`config.mk`:
```
export PLATFORM = sky130hd
export DESIGN_NAME = mem_access_unit_flat
export DESIGN_NICKNAME = d
export VERILOG_FILES = /design/src/rtl/mem_access_unit_if.sv /design/src/rtl/mem_access_unit.sv /design/src/flat_wrapper.sv
export SDC_FILE = /design/constraint.sdc
export NUM_CORES = 1
export LEC_CHECK = 0
export ABC_AREA = 1
export CAP_MARGIN = 20
export CORE_UTILIZATION = 41
export CTS_CLUSTER_SIZE = 30
export DETAILED_ROUTE_END_ITERATION = 12
export HOLD_SLACK_MARGIN = 0.12
export PLACE_DENSITY_LB_ADDON = 0.05
export SYNTH_ARGS = -nofsm -noshare
export SYNTH_HDL_FRONTEND = slang
export SYNTH_SLANG_ARGS = --single-unit
```
`constraint.sdc`:
```
create_clock -name clk -period 1.4 [get_ports clk]
set_input_delay 0.42 -clock clk [delete_from_list [all_inputs] [get_ports clk]]
set_output_delay 0.42 -clock clk [all_outputs]
set_load 0.1 [all_outputs]
```
`src/rtl/mem_access_unit_if.sv`:
```
// Bundle of the core-side load/store handshake and the word-wide data_memory port.
// master = execute FSM side, slave = mem_access_unit, mem = data_memory side.
interface mem_access_unit_if #(
  parameter int AW = 8
);
  logic          req_valid;
  logic          req_ready;
  logic          req_write;
  logic          req_byte;
  logic          req_signed;
  logic [AW:0]   req_addr;
  logic [15:0]   req_wdata;
  logic          resp_valid;
  logic          resp_ready;
  logic [15:0]   resp_rdata;
  logic          resp_err;
  logic [AW-1:0] mem_address;
  logic [15:0]   mem_write_data;
  logic          mem_read_en;
  logic          mem_write_en;
  logic [15:0]   mem_read_data;

  // Handshakes: a request transfers on a rising edge where req_valid && req_ready,
  // a response on an edge where resp_valid && resp_ready; the sender holds its
  // payload stable and valid high until that edge.
  modport master (
    output req_valid, req_write, req_byte, req_signed, req_addr, req_wdata, resp_ready,
    input  req_ready, resp_valid, resp_rdata, resp_err
  );

  modport slave (
    input  req_valid, req_write, req_byte, req_signed, req_addr, req_wdata, resp_ready,
    input  mem_read_data,
    output req_ready, resp_valid, resp_rdata, resp_err,
    output mem_address, mem_write_data, mem_read_en, mem_write_en
  );

  modport mem (
    input  mem_address, mem_write_data, mem_read_en, mem_write_en,
    output mem_read_data
  );
endinterface

```
`src/rtl/mem_access_unit.sv`:
```
// Load/store front end: one byte-addressed request at a time, word-wide memory port,
// byte stores as read-modify-write, misaligned word accesses answered with an error.
module mem_access_unit #(
  parameter int AW = 8
) (
  input  logic              clk,
  input  logic              rst,
  mem_access_unit_if.slave  bus,
  output logic [2:0]        o_dbg_state
);

  typedef enum logic [2:0] {
    S_IDLE  = 3'd0,
    S_READ  = 3'd1,
    S_WRITE = 3'd2,
    S_MERGE = 3'd3,
    S_RESP  = 3'd4
  } state_t;

  state_t        r_state;
  logic          r_byte;
  logic          r_signed;
  logic          r_lane;
  logic [7:0]    r_wbyte;
  logic          r_resp_valid;
  logic [15:0]   r_resp_rdata;
  logic          r_resp_err;
  logic [AW-1:0] r_mem_address;
  logic [15:0]   r_mem_write_data;
  logic          r_mem_read_en;
  logic          r_mem_write_en;

  logic [7:0]    w_lane_byte;
  logic [15:0]   w_load_result;
  logic [15:0]   w_merged;

  // Lane select, extension and merge only look at read_data in READ/MERGE,
  // the only states in which the memory drives it.
  always_comb begin
    w_lane_byte   = r_lane ? bus.mem_read_data[15:8] : bus.mem_read_data[7:0];
    w_load_result = bus.mem_read_data;
    if (r_byte) begin
      w_load_result = {{8{r_signed & w_lane_byte[7]}}, w_lane_byte};
    end
    w_merged = r_lane ? {r_wbyte, bus.mem_read_data[7:0]}
                      : {bus.mem_read_data[15:8], r_wbyte};
  end

  always_ff @(posedge clk) begin
    if (rst) begin
      r_state          <= S_IDLE;
      r_byte           <= 1'b0;
      r_signed         <= 1'b0;
      r_lane           <= 1'b0;
      r_wbyte          <= 8'h00;
      r_resp_valid     <= 1'b0;
      r_resp_rdata     <= 16'h0000;
      r_resp_err       <= 1'b0;
      r_mem_address    <= '0;
      r_mem_write_data <= 16'h0000;
      r_mem_read_en    <= 1'b0;
      r_mem_write_en   <= 1'b0;
    end else begin
      case (r_state)
        S_IDLE: begin
          if (bus.req_valid) begin
            r_byte        <= bus.req_byte;
            r_signed      <= bus.req_signed;
            r_lane        <= bus.req_addr[0];
            r_wbyte       <= bus.req_wdata[7:0];
            r_mem_address <= bus.req_addr[AW:1];
            if (!bus.req_byte && bus.req_addr[0]) begin
              r_state      <= S_RESP;
              r_resp_valid <= 1'b1;
              r_resp_err   <= 1'b1;
              r_resp_rdata <= 16'h0000;
            end else if (!bus.req_write) begin
              r_state       <= S_READ;
              r_mem_read_en <= 1'b1;
            end else if (!bus.req_byte) begin
              r_state          <= S_WRITE;
              r_mem_write_en   <= 1'b1;
              r_mem_write_data <= bus.req_wdata;
            end else begin
              r_state       <= S_MERGE;
              r_mem_read_en <= 1'b1;
            end
          end
        end
        S_READ: begin
          r_mem_read_en <= 1'b0;
          r_resp_valid  <= 1'b1;
          r_resp_rdata  <= w_load_result;
          r_resp_err    <= 1'b0;
          r_state       <= S_RESP;
        end
        S_MERGE: begin
          r_mem_read_en    <= 1'b0;
          r_mem_write_en   <= 1'b1;
          r_mem_write_data <= w_merged;
          r_state          <= S_WRITE;
        end
        S_WRITE: begin
          r_mem_write_en <= 1'b0;
          r_resp_valid   <= 1'b1;
          r_resp_rdata   <= 16'h0000;
          r_resp_err     <= 1'b0;
          r_state        <= S_RESP;
        end
        S_RESP: begin
          if (bus.resp_ready) begin
            r_resp_valid <= 1'b0;
            r_resp_rdata <= 16'h0000;
            r_resp_err   <= 1'b0;
            r_state      <= S_IDLE;
          end
        end
        default: r_state <= S_IDLE;
      endcase
    end
  end

  // req_ready is forced low while reset is asserted so nothing is accepted in that cycle.
  assign bus.req_ready      = (r_state == S_IDLE) & ~rst;
  assign bus.resp_valid     = r_resp_valid;
  assign bus.resp_rdata     = r_resp_rdata;
  assign bus.resp_err       = r_resp_err;
  assign bus.mem_address    = r_mem_address;
  assign bus.mem_write_data = r_mem_write_data;
  assign bus.mem_read_en    = r_mem_read_en;
  assign bus.mem_write_en   = r_mem_write_en;
  assign o_dbg_state        = r_state;

endmodule

```
`src/flat_wrapper.sv`:
```
// flat-port wrapper written by rule: the top's interface ports become plain ports
module mem_access_unit_flat 
#(
  parameter int AW = 8
)
  (clk, rst, o_dbg_state, bus_req_valid, bus_req_write, bus_req_byte, bus_req_signed, bus_req_addr, bus_req_wdata, bus_resp_ready, bus_mem_read_data, bus_req_ready, bus_resp_valid, bus_resp_rdata, bus_resp_err, bus_mem_address, bus_mem_write_data, bus_mem_read_en, bus_mem_write_en);
  mem_access_unit_if #(.AW(AW)) bus_i ();
  input  logic clk;
  input  logic rst;
  output logic [2:0] o_dbg_state;
  input wire logic [$bits(bus_i.req_valid)-1:0] bus_req_valid;
  input wire logic [$bits(bus_i.req_write)-1:0] bus_req_write;
  input wire logic [$bits(bus_i.req_byte)-1:0] bus_req_byte;
  input wire logic [$bits(bus_i.req_signed)-1:0] bus_req_signed;
  input wire logic [$bits(bus_i.req_addr)-1:0] bus_req_addr;
  input wire logic [$bits(bus_i.req_wdata)-1:0] bus_req_wdata;
  input wire logic [$bits(bus_i.resp_ready)-1:0] bus_resp_ready;
  input wire logic [$bits(bus_i.mem_read_data)-1:0] bus_mem_read_data;
  output wire logic [$bits(bus_i.req_ready)-1:0] bus_req_ready;
  output wire logic [$bits(bus_i.resp_valid)-1:0] bus_resp_valid;
  output wire logic [$bits(bus_i.resp_rdata)-1:0] bus_resp_rdata;
  output wire logic [$bits(bus_i.resp_err)-1:0] bus_resp_err;
  output wire logic [$bits(bus_i.mem_address)-1:0] bus_mem_address;
  output wire logic [$bits(bus_i.mem_write_data)-1:0] bus_mem_write_data;
  output wire logic [$bits(bus_i.mem_read_en)-1:0] bus_mem_read_en;
  output wire logic [$bits(bus_i.mem_write_en)-1:0] bus_mem_write_en;
  assign bus_i.req_valid = bus_req_valid;
  assign bus_i.req_write = bus_req_write;
  assign bus_i.req_byte = bus_req_byte;
  assign bus_i.req_signed = bus_req_signed;
  assign bus_i.req_addr = bus_req_addr;
  assign bus_i.req_wdata = bus_req_wdata;
  assign bus_i.resp_ready = bus_resp_ready;
  assign bus_i.mem_read_data = bus_mem_read_data;
  assign bus_req_ready = bus_i.req_ready;
  assign bus_resp_valid = bus_i.resp_valid;
  assign bus_resp_rdata = bus_i.resp_rdata;
  assign bus_resp_err = bus_i.resp_err;
  assign bus_mem_address = bus_i.mem_address;
  assign bus_mem_write_data = bus_i.mem_write_data;
  assign bus_mem_read_en = bus_i.mem_read_en;
  assign bus_mem_write_en = bus_i.mem_write_en;
  mem_access_unit #(.AW(AW)) u_core (.clk(clk), .rst(rst), .bus(bus_i), .o_dbg_state(o_dbg_state));
endmodule
```
==> impl_metrics.csv <==
group,metric,value,unit
synthesis,synth.distinct_cells,23,
clock_tree,cts.sinks,58,
finish,fillers,402,
floorplan,start_util,43.5,%
timing,timing.hold.ws,469,ps
setup_path,path_class,"reg -> out",
route,drc,0,
pwr,netSwitchingFraction,50.0,%
finish,stdcell_count,636,
route,antenna_left,0,
hold_path,min_from,"u_core.r_wbyte[7]",
timing,setup_viol,62,
clock_tree,cts_tree,"built",
route,vias,3424,
pwr,comb_power_share,61.9,%
clock_tree,htreeDepth,3,
synthesis,ys_warn_count,0,
clock_tree,numCtsBuffers,9,
pwr,switchingPower,5.40,mW
timing,final-max-slew-violation-count,0,
timing,hold_viol,0,
pwr,powerDensity,2050,mW/mm^2
route,drt_iter0_markers,283,
global_route,antenna_found_initial,0,
setup_path,crit_start,"u_core.o_dbg_state[2]",
timing,period_needed,1770,ps
route,wirelength,10500,um
timing,fin_skew,9.00,ps
hold_path,holdCritPathClass,"reg -> reg",
clock_tree,ctsHoldBuffers,0,
route,wl_per_cell,16.4,um
job,cap_viol_max_count,0,
outcome,violations,"negative setup slack",
floorplan,die-width,85.0,um
synthesis,syn-num-nets,470,
setup_path,startpoint_type,"register",
pwr,ir_drop,0.00163,V
finish,finalNetCount,602,
place,place.gp.congestion,0.860,
pwr,p_leak,2.23,nW
finish,antenna_cells,0,
timing,post-route-period-util,126,%
timing,slew_headroom,66.5,%
clock_tree,clock_latency,350,ps
global_route,grt_usage,27.6,%
place,port_buffers,95,
pwr,total_power,10.8,mW
synthesis,ys_seq_area_share,41.1,%
floorplan,ios,96,
clock_tree,cts_max_path_buffers,2,
finish,final_common_cell,"nand2_1",
finish,area.sequential,0.00119,mm^2
finish,multi_input_area,0.00175,mm^2
floorplan,num_rows,29,
global_route,grt.overflow.total,0,
synthesis,avgSynthCellArea,6.70,um^2
timing,grt_setup_unrepaired,"yes",
finish,fin_util,81.2,%
pwr,power_frac_seq,22.8,%
place,dpl.cell_count,599,
place,dp_slack,-490,ps
route,avgViaCountPerCell,5.38,
timing,finalSetupTns,-10000,ps
setup_path,required,980,ps
floorplan,die_h,85.0,um
setup_path,reg2reg_from,"u_core.o_dbg_state[2]",
floorplan,core_region_area,0.00649,mm^2
finish,most-common-layout-cells,"97 x nand2_1, 50 x buf_12, 45 x clkdlybuf4s50_1",
pwr,clkPwrFrac,15.4,%
timing,layout_setup_ws,-368,ps
finish,drive_gt1_share,35.1,%
pwr,p_int,5.39,mW
global_route,grt_max_degree,34,
finish,syn_to_final_growth,86.5,%
timing,fmax,566,MHz
setup_path,cp.arrival,1350,ps
outcome,status,"finished with violations",
synthesis,ys_ff_latch,58,
route,firstDrtPassIters,4,
place,dp_hpwl,5950,um
synthesis,syn_area,0.00283,mm^2
clock_tree,clkTransAtPathRegs,70,ps
finish,fin_area,0.00528,mm^2
clock_tree,cts_root_buffer,"clkbuf_8",
synthesis,syn_inst,422,
setup_path,cp_max_fo,3,
timing,tightest_slew,502,ps
global_route,grt_pass1_wl,15700,um
floorplan,dieArea,0.00723,mm^2
place,place_area,0.00450,mm^2
global_route,grt_pass1_vias,3414,
setup_path,endpoint_kind,"output port",
critical path, stage by stage (launching register included):
cell	delay [ps]
dfxtp_4	360
nor2_4	170
nand2_8	70
buf_6	120
nor2_4	100
buf_12	180
logic make-up (layout without fill, tap and decap cells):
family,after synthesis,in the layout,synth area share [%]
and+or+nand+nor,184,187,27.2
AOI/OAI and AO/OA,111,114,20.9
buffers and inverters,69,200,10.9
DFF,58,58,41.1
final cells by class:
type,instances,area share (%)
sequential,58,22.5
tap,77,1.83
clock buffer,10,2.82
inverter,45,3.25
multi-input combinational,301,33.3
clock inverter,6,1.21
timing repair buffer,139,35.1
layer usage:
layer / part of all wire [%] / up-vias / global-route usage, %
li1: - / 1625 / -
met1: 38 / 1599 / 30.7
met2: 51 / 156 / 49.0
met3: 6.8 / 44 / 5.84
met4: 4.2 / 0 / 15.4
met5: 0 / - / 0
state kept, by name, summed over array words and instances (netlist names):
| signal | flops |
|---|---|
| u_core.r_signed | 1 |
| u_core.bus.resp_valid | 1 |
| u_core.r_lane | 1 |
| u_core.r_byte | 1 |
| u_core.bus.mem_address | 8 |
| u_core.bus.resp_err | 1 |
| u_core.bus.mem_read_en | 1 |
| u_core.bus.mem_write_en | 1 |
| u_core.r_wbyte | 8 |
| u_core.o_dbg_state | 3 |
| u_core.bus.mem_write_data | 16 |
| u_core.bus.resp_rdata | 16 |
final timing paths:
check        slack, ps                     to  depth (start not counted)
max               -370          bus_req_ready                          5
min                470      u_core.r_wbyte[7]                          2
max reg2reg       -290  u_core.bus.resp_valid                         11
min reg2reg        470      u_core.r_wbyte[7]                          2
synth_stat cells, drive strengths merged:
library cell | number | share of area (%)
nand2 | 122 | 17
dfxtp | 58 | 41
o21ai | 55 | 10
a21oi | 48 | 8.5
inv | 45 | 6.0
nor2 | 45 | 7.1
clkbuf | 13 | 1.7
nand3 | 13 | 2.3
buf | 11 | 3.2
o211ai | 8 | 2.1
nand3b | 2 | 0.53
nor3 | 2 | 0.35
power by group through the flow:
stage / Clock [mW] / Combinational [mW] / Sequential [mW]
final: 1.66 / 6.68 / 2.46
after global routing: 1.74 / 6.95 / 2.50
after CTS: 1.66 / 6.25 / 2.41
after detailed placement: 0 / 5.57 / 2.44
after global placement: 0 / 5.51 / 2.44
after floorplan: 0 / 1.53 / 4.49
what timing repair did:
item	in CTS	in global routing
buffers inserted	12	5
hold endpoints to repair	0	0
pin swaps	18	25
gates cloned	6	0
gates resized for setup	47	75
endpoints found under the setup margin	48	63
No activity file was read; power rests on OpenSTA's default activity.
